[config.mk]
export PLATFORM = sky130hd
export DESIGN_NAME = zktc_gpio_ctrl
export DESIGN_NICKNAME = d
export VERILOG_FILES = /design/src/rtl/zktc_gpio_ctrl.sv
export SDC_FILE = /design/constraint.sdc
export NUM_CORES = 1
export LEC_CHECK = 0
export ABC_AREA = 1
export BUFFER_PORTS_ARGS = -buffer_cell sky130_fd_sc_hd__buf_2
export CAP_MARGIN = 25
export CORE_MARGIN = 1
export CORE_UTILIZATION = 47
export DETAILED_ROUTE_END_ITERATION = 6
export GPL_ROUTABILITY_DRIVEN = 1
export GPL_TIMING_DRIVEN = 0
export PLACE_DENSITY = 0.71
export SETUP_SLACK_MARGIN = 0.15
export SYNTH_ARGS = -nofsm -noshare
export SYNTH_HDL_FRONTEND = slang
export SYNTH_SLANG_ARGS = --single-unit
export TNS_END_PERCENT = 50
[constraint.sdc]
create_clock -name clk -period 2.1 [get_ports clk]
set_clock_uncertainty 0.1 [all_clocks]
set_input_delay 0.42 -clock clk [delete_from_list [all_inputs] [get_ports clk]]
set_output_delay 0.42 -clock clk [all_outputs]
set_load 0.03 [all_outputs]
[src/rtl/zktc_gpio_ctrl.sv]
// GPIO controller: bus-mapped OUT/DIR/IN/IRQ_EN/IRQ_STAT registers, synchronised
// inputs with rising-edge interrupt capture and a registered one-cycle bus ack.
module zktc_gpio_ctrl #(
  parameter int WIDTH       = 8,
  parameter int SYNC_STAGES = 2
) (
  input  logic              clk,
  input  logic              rstn,
  input  logic              req_i,
  input  logic              we_i,
  input  logic [2:0]        addr_i,
  input  logic [15:0]       wdata_i,
  output logic [15:0]       rdata_o,
  output logic              ack_o,
  input  logic [WIDTH-1:0]  gpio_in,
  output logic [WIDTH-1:0]  gpio_out,
  output logic [WIDTH-1:0]  gpio_oe,
  output logic              irq_o
);

  localparam logic [2:0] ADDR_OUT  = 3'd0;
  localparam logic [2:0] ADDR_DIR  = 3'd1;
  localparam logic [2:0] ADDR_IN   = 3'd2;
  localparam logic [2:0] ADDR_IEN  = 3'd3;
  localparam logic [2:0] ADDR_STAT = 3'd4;

  logic [WIDTH-1:0] out_q, out_d;
  logic [WIDTH-1:0] dir_q, dir_d;
  logic [WIDTH-1:0] ien_q, ien_d;
  logic [WIDTH-1:0] stat_q, stat_d;
  logic [WIDTH-1:0] sync_q [SYNC_STAGES];
  logic [WIDTH-1:0] prev_q;
  logic [15:0]      rdata_q, rdata_d;
  logic             ack_q, ack_d;

  logic [WIDTH-1:0] sync_last;
  logic [WIDTH-1:0] rise;
  logic [WIDTH-1:0] clr;
  logic [15:0]      rd_val;
  logic             wr;
  logic             unused_wdata;

  assign sync_last    = sync_q[SYNC_STAGES-1];
  assign rise         = sync_last & ~prev_q;
  assign wr           = req_i & we_i;
  assign unused_wdata = ^wdata_i;

  always_comb begin
    out_d  = out_q;
    dir_d  = dir_q;
    ien_d  = ien_q;
    clr    = '0;
    rd_val = '0;
    case (addr_i)
      ADDR_OUT: begin
        rd_val[WIDTH-1:0] = out_q;
        if (wr) out_d = wdata_i[WIDTH-1:0];
      end
      ADDR_DIR: begin
        rd_val[WIDTH-1:0] = dir_q;
        if (wr) dir_d = wdata_i[WIDTH-1:0];
      end
      ADDR_IN: begin
        rd_val[WIDTH-1:0] = sync_last;
      end
      ADDR_IEN: begin
        rd_val[WIDTH-1:0] = ien_q;
        if (wr) ien_d = wdata_i[WIDTH-1:0];
      end
      ADDR_STAT: begin
        rd_val[WIDTH-1:0] = stat_q;
        if (wr) clr = wdata_i[WIDTH-1:0];
      end
      default: ;
    endcase
    // A new edge wins over a same-cycle W1C so no event is lost.
    stat_d  = (stat_q & ~clr) | rise;
    rdata_d = (req_i && !we_i) ? rd_val : 16'h0000;
    ack_d   = req_i;
  end

  always_ff @(posedge clk or negedge rstn) begin
    if (!rstn) begin
      out_q   <= '0;
      dir_q   <= '0;
      ien_q   <= '0;
      stat_q  <= '0;
      prev_q  <= '0;
      rdata_q <= '0;
      ack_q   <= 1'b0;
      for (int i = 0; i < SYNC_STAGES; i++) sync_q[i] <= '0;
    end else begin
      out_q   <= out_d;
      dir_q   <= dir_d;
      ien_q   <= ien_d;
      stat_q  <= stat_d;
      prev_q  <= sync_last;
      rdata_q <= rdata_d;
      ack_q   <= ack_d;
      sync_q[0] <= gpio_in;
      for (int i = 1; i < SYNC_STAGES; i++) sync_q[i] <= sync_q[i-1];
    end
  end

  assign gpio_out = out_q;
  assign gpio_oe  = dir_q;
  assign irq_o    = |(stat_q & ien_q);
  assign rdata_o  = rdata_q;
  assign ack_o    = ack_q;

endmodule

==> results.txt, run 1 <==
# setup viols final -> 0
Asr flop ratio synth -> 1.00
Max-slew violations -> 0
Finished Core Util -> 0.595
Area leader, netlist -> dfrtp_1
Final hold vios -> 0
Final Wtd Congestion -> 0.885
Place WS -> 0.364 ns
Sequential area share after synthesis -> 0.597
RSZ-0062 raised after global routing -> no
Final worst-path cycle share -> 0.879
Setup crit end kind -> primary output
Clock sink count -> 65
Synth cell types -> 20
Crit Path Max Fanout -> 3
Cell Rows -> 27
Synth Register Bits -> 65
Vias per Instance -> 5.06
Required time at the worst-slack endpoint -> 1.58 ns
Relative slew slack -> 0.588
Arrival time worst endpoint -> 1.33 ns
Antenna violations before repair -> 0
P per Cell Area -> 940 mW/mm2
Crit path launch type -> register
H-tree depth -> 3
Commonest cells post-synth -> 65 x dfrtp_1, 36 x nand2_1, 32 x nand3_1
Cells after synthesis -> 266
Syn_area_per_cell -> 10.2 um2
Layout Nets -> 364
Core ar. -> 0.00554 mm2
Worst-case clock buffer depth -> 2
Vias in the first global route -> 2,103
Chip width -> 78.2 um
Seq. cell area -> 0.00163 mm2
CTS tree -> done
Layout cell share with drive strength beyond 1 -> 0.281
Routed Antenna Nets -> 0
Hold Worst Slack -> 0.0863 ns
CTS Buf Count -> 9
EDFF count, synth -> 0
Largest net degree at the start of global routing -> 40
Die Footprint -> 0.00611 mm2
Area of the multi-input gates -> 858 um2
Worst skew pair latency -> 0.33 ns
Area grow syn2layout -> 20.9%
Tightest Pin Transition -> 0.618 ns
HPWL Detailed -> 4.50 mm
HP Class -> input pin to register
Starting DRC count in detailed routing -> 184
Clock root buffer -> clkbuf_8
Max Fclk -> 542 MHz
Total GRT Usage -> 0.229
I/O pin total -> 65
IO Port Bufs -> 47
Critical-path top delay cell -> dfrtp_1
Residual DRC -> 0
Leak -> 0.00163 uW
Drt wl/cell -> 15.0 um
DRT Pass-1 Iters -> 4
Worst stage delay on the critical path -> 0.41 ns
Synth top area share -> 0.597
Run status -> complete, no violations
Postcts setup bufs -> 0
Crit path cell chain -> a22o_1, nor2_1, nand2_1, buf_2
Setup TNS Final -> 0 ns
Clk slew on worst S/H paths -> 0.07 ns
Ys Warns -> 0
Top_reg_cell synth -> dfrtp_1
# Max-Cap Violations -> 0
# diodes -> 0
Leading post-synthesis cells by cell area -> dfrtp_1 60%, nand3_1 5.9%, o21ai_0 5.3%, nand2_1 5.0%, inv_1 3.6%
Most frequent cell after synthesis -> dfrtp_1
Via count -> 2,076
Synthesized area -> 0.00273 mm2
Maximum VDD drop -> 460 uV
Crit Path Category -> register to primary output
Overflow after GRT -> 0
Initial core utilization -> 0.492
Global-route wire length before repair -> 10.3 mm
Fillers -> 500
Final Critical Period -> 1.85 ns
Final WL -> 6.15 mm
Final WS setup -> 0.254 ns
Die Y -> 78.2 um
-- layout make-up --
| class | count | share of cell area |
|---|---|---|
| plain buffers | 19 | 0.0493 |
| clock buffers | 13 | 0.0452 |
| clock inverters | 3 | 0.0121 |
| inverters | 28 | 0.0319 |
| multi-input cells | 161 | 0.260 |
| flip-flops and latches | 65 | 0.493 |
| well taps | 72 | 0.0273 |
| repair buffers | 49 | 0.0805 |
-- cell families (layout without fill, tap and decap cells) --
logic type	count (synthesis)	count (layout)	synth area share
AND/OR/NAND/NOR	101	101	0.192
flip-flops	65	65	0.597
AO/OA/AOI/OAI	52	52	0.112
buffers and inverters	47	112	0.0982
other	1	8	0.00138
-- cells in the final DEF (no fill, tap or decap), types with 2 or more instances in the layout --
cell type  Yosys  layout
a22o_1         4       4
buf_2          2      49
buf_4          9       9
buf_6          6       6
clkbuf_1       1       4
clkbuf_8       1      11
clkinv_2       0       2
conb_1         1       8
dfrtp_1       65      65
inv_1         26      26
inv_2          2       2
nand2_1       36      36
nand3_1       32      32
nand3_4        3       3
nand4_1        8       8
nand4_4        2       2
nor2_1        19      19
o21ai_0       29      29
o21ai_1       11      11
o21ai_2        8       8
-- power breakdown --
| group | internal, uW | switching (uW) | total (uW) |
|---|---|---|---|
| registers | 1380 | 104 | 1490 |
| logic | 193 | 394 | 588 |
| clock network | 578 | 446 | 1020 |
| total | 2150 | 943 | 3100 |
-- path summary, 6_finish.rpt --
kind                                         from  depth (start not counted)  slack, ns                 endpoint
setup / recovery             ien_q[1]$_DFFE_PN0P_                          4       0.25                    irq_o
min in group asynchronous                    rstn                          2       0.53      stat_q[0]$_DFF_PN0_
max in group asynchronous                    rstn                          3       0.76  gpio_out[2]$_DFFE_PN0P_
setup reg to reg           gpio_oe[5]$_DFFE_PN0P_                          4       1.01     rdata_o[5]$_DFF_PN0_
hold reg to reg              sync_q[12]$_DFF_PN0_                          0       0.25   sync_last[4]$_DFF_PN0_
hold / removal                         gpio_in[0]                          1       0.09      sync_q[8]$_DFF_PN0_
-- sequential cells by signal (all words and copies together) (netlist names) --
register and cells:
stat_q 8, sync_last 8, ack_o 1, gpio_out 8
rdata_o 8, prev_q 8, gpio_oe 8, sync_q 8
ien_q 8
-- routing by layer --
metal,global-route usage,vias to the layer above,routed length (um)
met2,0.361,70,2970
met3,0.0744,20,350
li1,-,1002,-
met1,0.278,984,2570
met5,0,-,0
met4,0.124,0,260
-- worst max-delay path: cells and delay by family (launching register included) --
kind	cells	cell delay, ns
buffers and inverters	1	0.17
AOI/OAI and AO/OA	1	0.25
DFF	1	0.41
and+or+nand+nor	2	0.16
-- metrics by stage --
step	total power (uW)	instance area, um2	instances
after floorplan	1880	2750	273
after detailed placement	2090	3100	393
after CTS	3130	3300	410
after global placement	2070	3080	392
after global routing	3250	3300	410
final	3100	3300	410
-- repair_timing --
item	4_1_cts	5_1_grt
resized for setup	0	0
hold buffers	1	0
hold endpoints to repair	4	0
(Power assumes the default switching activity.)
==> run 2, diff against run 1 <==
==> constraint.sdc (replaced) <==
create_clock -name clk -period 1.9 [get_ports clk]
set_clock_uncertainty 0.1 [all_clocks]
set_input_delay 0.38 -clock clk [delete_from_list [all_inputs] [get_ports clk]]
set_output_delay 0.38 -clock clk [all_outputs]
set_load 0.03 [all_outputs]
==> results.txt, run 2 (synthesized netlist as in run 1, its figures left out) <==
Run status -> complete, no violations (unchanged)
Worst skew pair latency -> 0.34 ns (was 0.33 ns)
Clock root buffer -> clkbuf_8 (unchanged)
Place WS -> 0.204 ns (was 0.364 ns)
Initial core utilization -> 0.492 (unchanged)
Hold path start -> gpio_in[0] (unchanged)
Hold Path Sink -> sync_q[8]$_DFF_PN0_ (unchanged)
Clk slew on worst S/H paths -> 0.07 ns (about the same)
Global-route wire length before repair -> 10.4 mm (was 10.3 mm)
HPWL Detailed -> 4.50 mm (unchanged)
Final worst-path cycle share -> 0.931
Max Fclk -> 565 MHz
Layout Nets -> 368 (was 364)
Final WL -> 6.24 mm (was 6.15 mm)
Crit path launch -> stat_q[6]$_DFF_PN0_ (was ien_q[1]$_DFFE_PN0P_)
Worst hold path depth -> 1 (unchanged)
Overflow after GRT -> 0 (unchanged)
Commonest non-fill, non-tap cell in the layout -> dfrtp_1 (unchanged)
Largest net degree at the start of global routing -> 40 (unchanged)
Fillers -> 496 (was 500)
I/O pin total -> 65 (unchanged)
Die Footprint -> 0.00611 mm2 (unchanged)
Chip width -> 78.2 um (unchanged)
Final hold vios -> 0 (unchanged)
Routed Antenna Nets -> 0 (unchanged)
# setup viols final -> 0 (unchanged)
Layout cell share with drive strength beyond 1 -> 0.289 (was 0.281)
CTS tree -> done (unchanged)
Area grow syn2layout -> 22.1% (was 20.9%)
R2R setup slack -> 0.75 ns (was 1.01 ns)
P per Cell Area -> 1040 mW/mm2 (was 940 mW/mm2)
Vias per Instance -> 5.02 (was 5.06)
Maximum VDD drop -> 512 uV (was 460 uV)
Crit Path Category -> register to primary output (unchanged)
H-tree depth -> 3 (unchanged)
Vias in the first global route -> 2,113 (was 2,103)
Crit path launch type -> register (unchanged)
Max-slew violations -> 0 (unchanged)
R2r endpoint -> rdata_o[6]$_DFF_PN0_ (was rdata_o[5]$_DFF_PN0_)
Residual DRC -> 0 (unchanged)
Die Y -> 78.2 um (unchanged)
# Max-Cap Violations -> 0 (unchanged)
RSZ-0062 raised after global routing -> yes (was no)
Cell Rows -> 27 (unchanged)
Setup TNS Final -> 0 ns (unchanged)
HP Class -> input pin to register (unchanged)
Leak -> 0.00165 uW (was 0.00163 uW)
# diodes -> 0 (unchanged)
RR Startpoint -> ien_q[6]$_DFFE_PN0P_ (was gpio_oe[5]$_DFFE_PN0P_)
Arrival time worst endpoint -> 1.29 ns (was 1.33 ns)
Via count -> 2,078 (was 2,076)
Required time at the worst-slack endpoint -> 1.42 ns (was 1.58 ns)
Worst-case clock buffer depth -> 2 (unchanged)
DRT Pass-1 Iters -> 4 (unchanged)
Relative slew slack -> 0.586 (was 0.588)
Final WS setup -> 0.130 ns (was 0.254 ns)
Crit Path Max Fanout -> 3 (unchanged)
Drt wl/cell -> 15.1 um (was 15.0 um)
Final Wtd Congestion -> 0.885 (unchanged)
Total GRT Usage -> 0.232 (was 0.229)
R2R depth -> 5 (was 4)
Setup crit end kind -> primary output (unchanged)
Starting DRC count in detailed routing -> 168 (was 184)
Final Critical Period -> 1.77 ns
Tightest Pin Transition -> 0.622 ns (was 0.618 ns)
Antenna violations before repair -> 0 (unchanged)
Clock sink count -> 65 (unchanged)
Most frequent cells in the layout -> 65 x dfrtp_1, 48 x buf_2, 36 x nand2_1 (was 65 x dfrtp_1, 49 x buf_2, 36 x nand2_1)
CTS Buf Count -> 9 (unchanged)
IO Port Bufs -> 47 (unchanged)
Core ar. -> 0.00554 mm2 (unchanged)
run 2: changes by cell type in the layout (fill, tap and decap cells not counted), sizes merged:
cell | before | now
buf | 65 | 69
run 2: cell type report:
cell class                 count  area (um2)  area share
sequential                    65        1630       0.489
multi-input combinational    161         858       0.258
timing repair buffer          53         298      0.0894
buffer                        19         163      0.0489
clock buffer                  13         149      0.0447
inverter                      28         105      0.0316
tap                           72        90.1      0.0271
clock inverter                 3        40.0      0.0120
run 2: where the power goes:
group,switching (uW),internal [uW]
clock network,501,639
logic,445,232
registers,111,1530
run 2: worst max path at each step:
stage,to
floorplan,irq_o
global placement,gpio_oe[2]$_DFFE_PN0P_
detailed placement,rdata_o[5]$_DFF_PN0_
CTS,irq_o
global route,irq_o
finish,irq_o
run 2: critical path, stage by stage, from the launching register on:
cell and delay, ns:
dfrtp_1 0.41, a22o_1 0.23, nor2_1 0.09, nand2_1 0.06
buf_4 0.16
run 2: timing repair:
item                                    in CTS  in global routing
buffers inserted                             3                  1
hold buffers                                 1                  0
cloned                                       0                  0
endpoints found under the hold margin       26                  0
endpoints found under the setup margin       1                  1
resized for setup                            1                  0
run 2: layer usage:
layer  part of all wire  GRT usage
met5                  0          0
met4              0.042      0.126
met3              0.052     0.0756
met2               0.48      0.370
met1               0.42      0.279
run 2: metrics by stage:
stage	total power (uW)	cell area, um2	hold slack [ns]	cells	utilization
after CTS	3480	3320	0.0266	413	0.600
after detailed placement	2310	3100	0.235	393	0.559
final	3460	3330	0.0416	414	0.601
after global placement	2290	3080	0.234	392	0.556
after floorplan	2080	2750	-0.0156	273	-
after global routing	3620	3330	0.0193	414	0.601
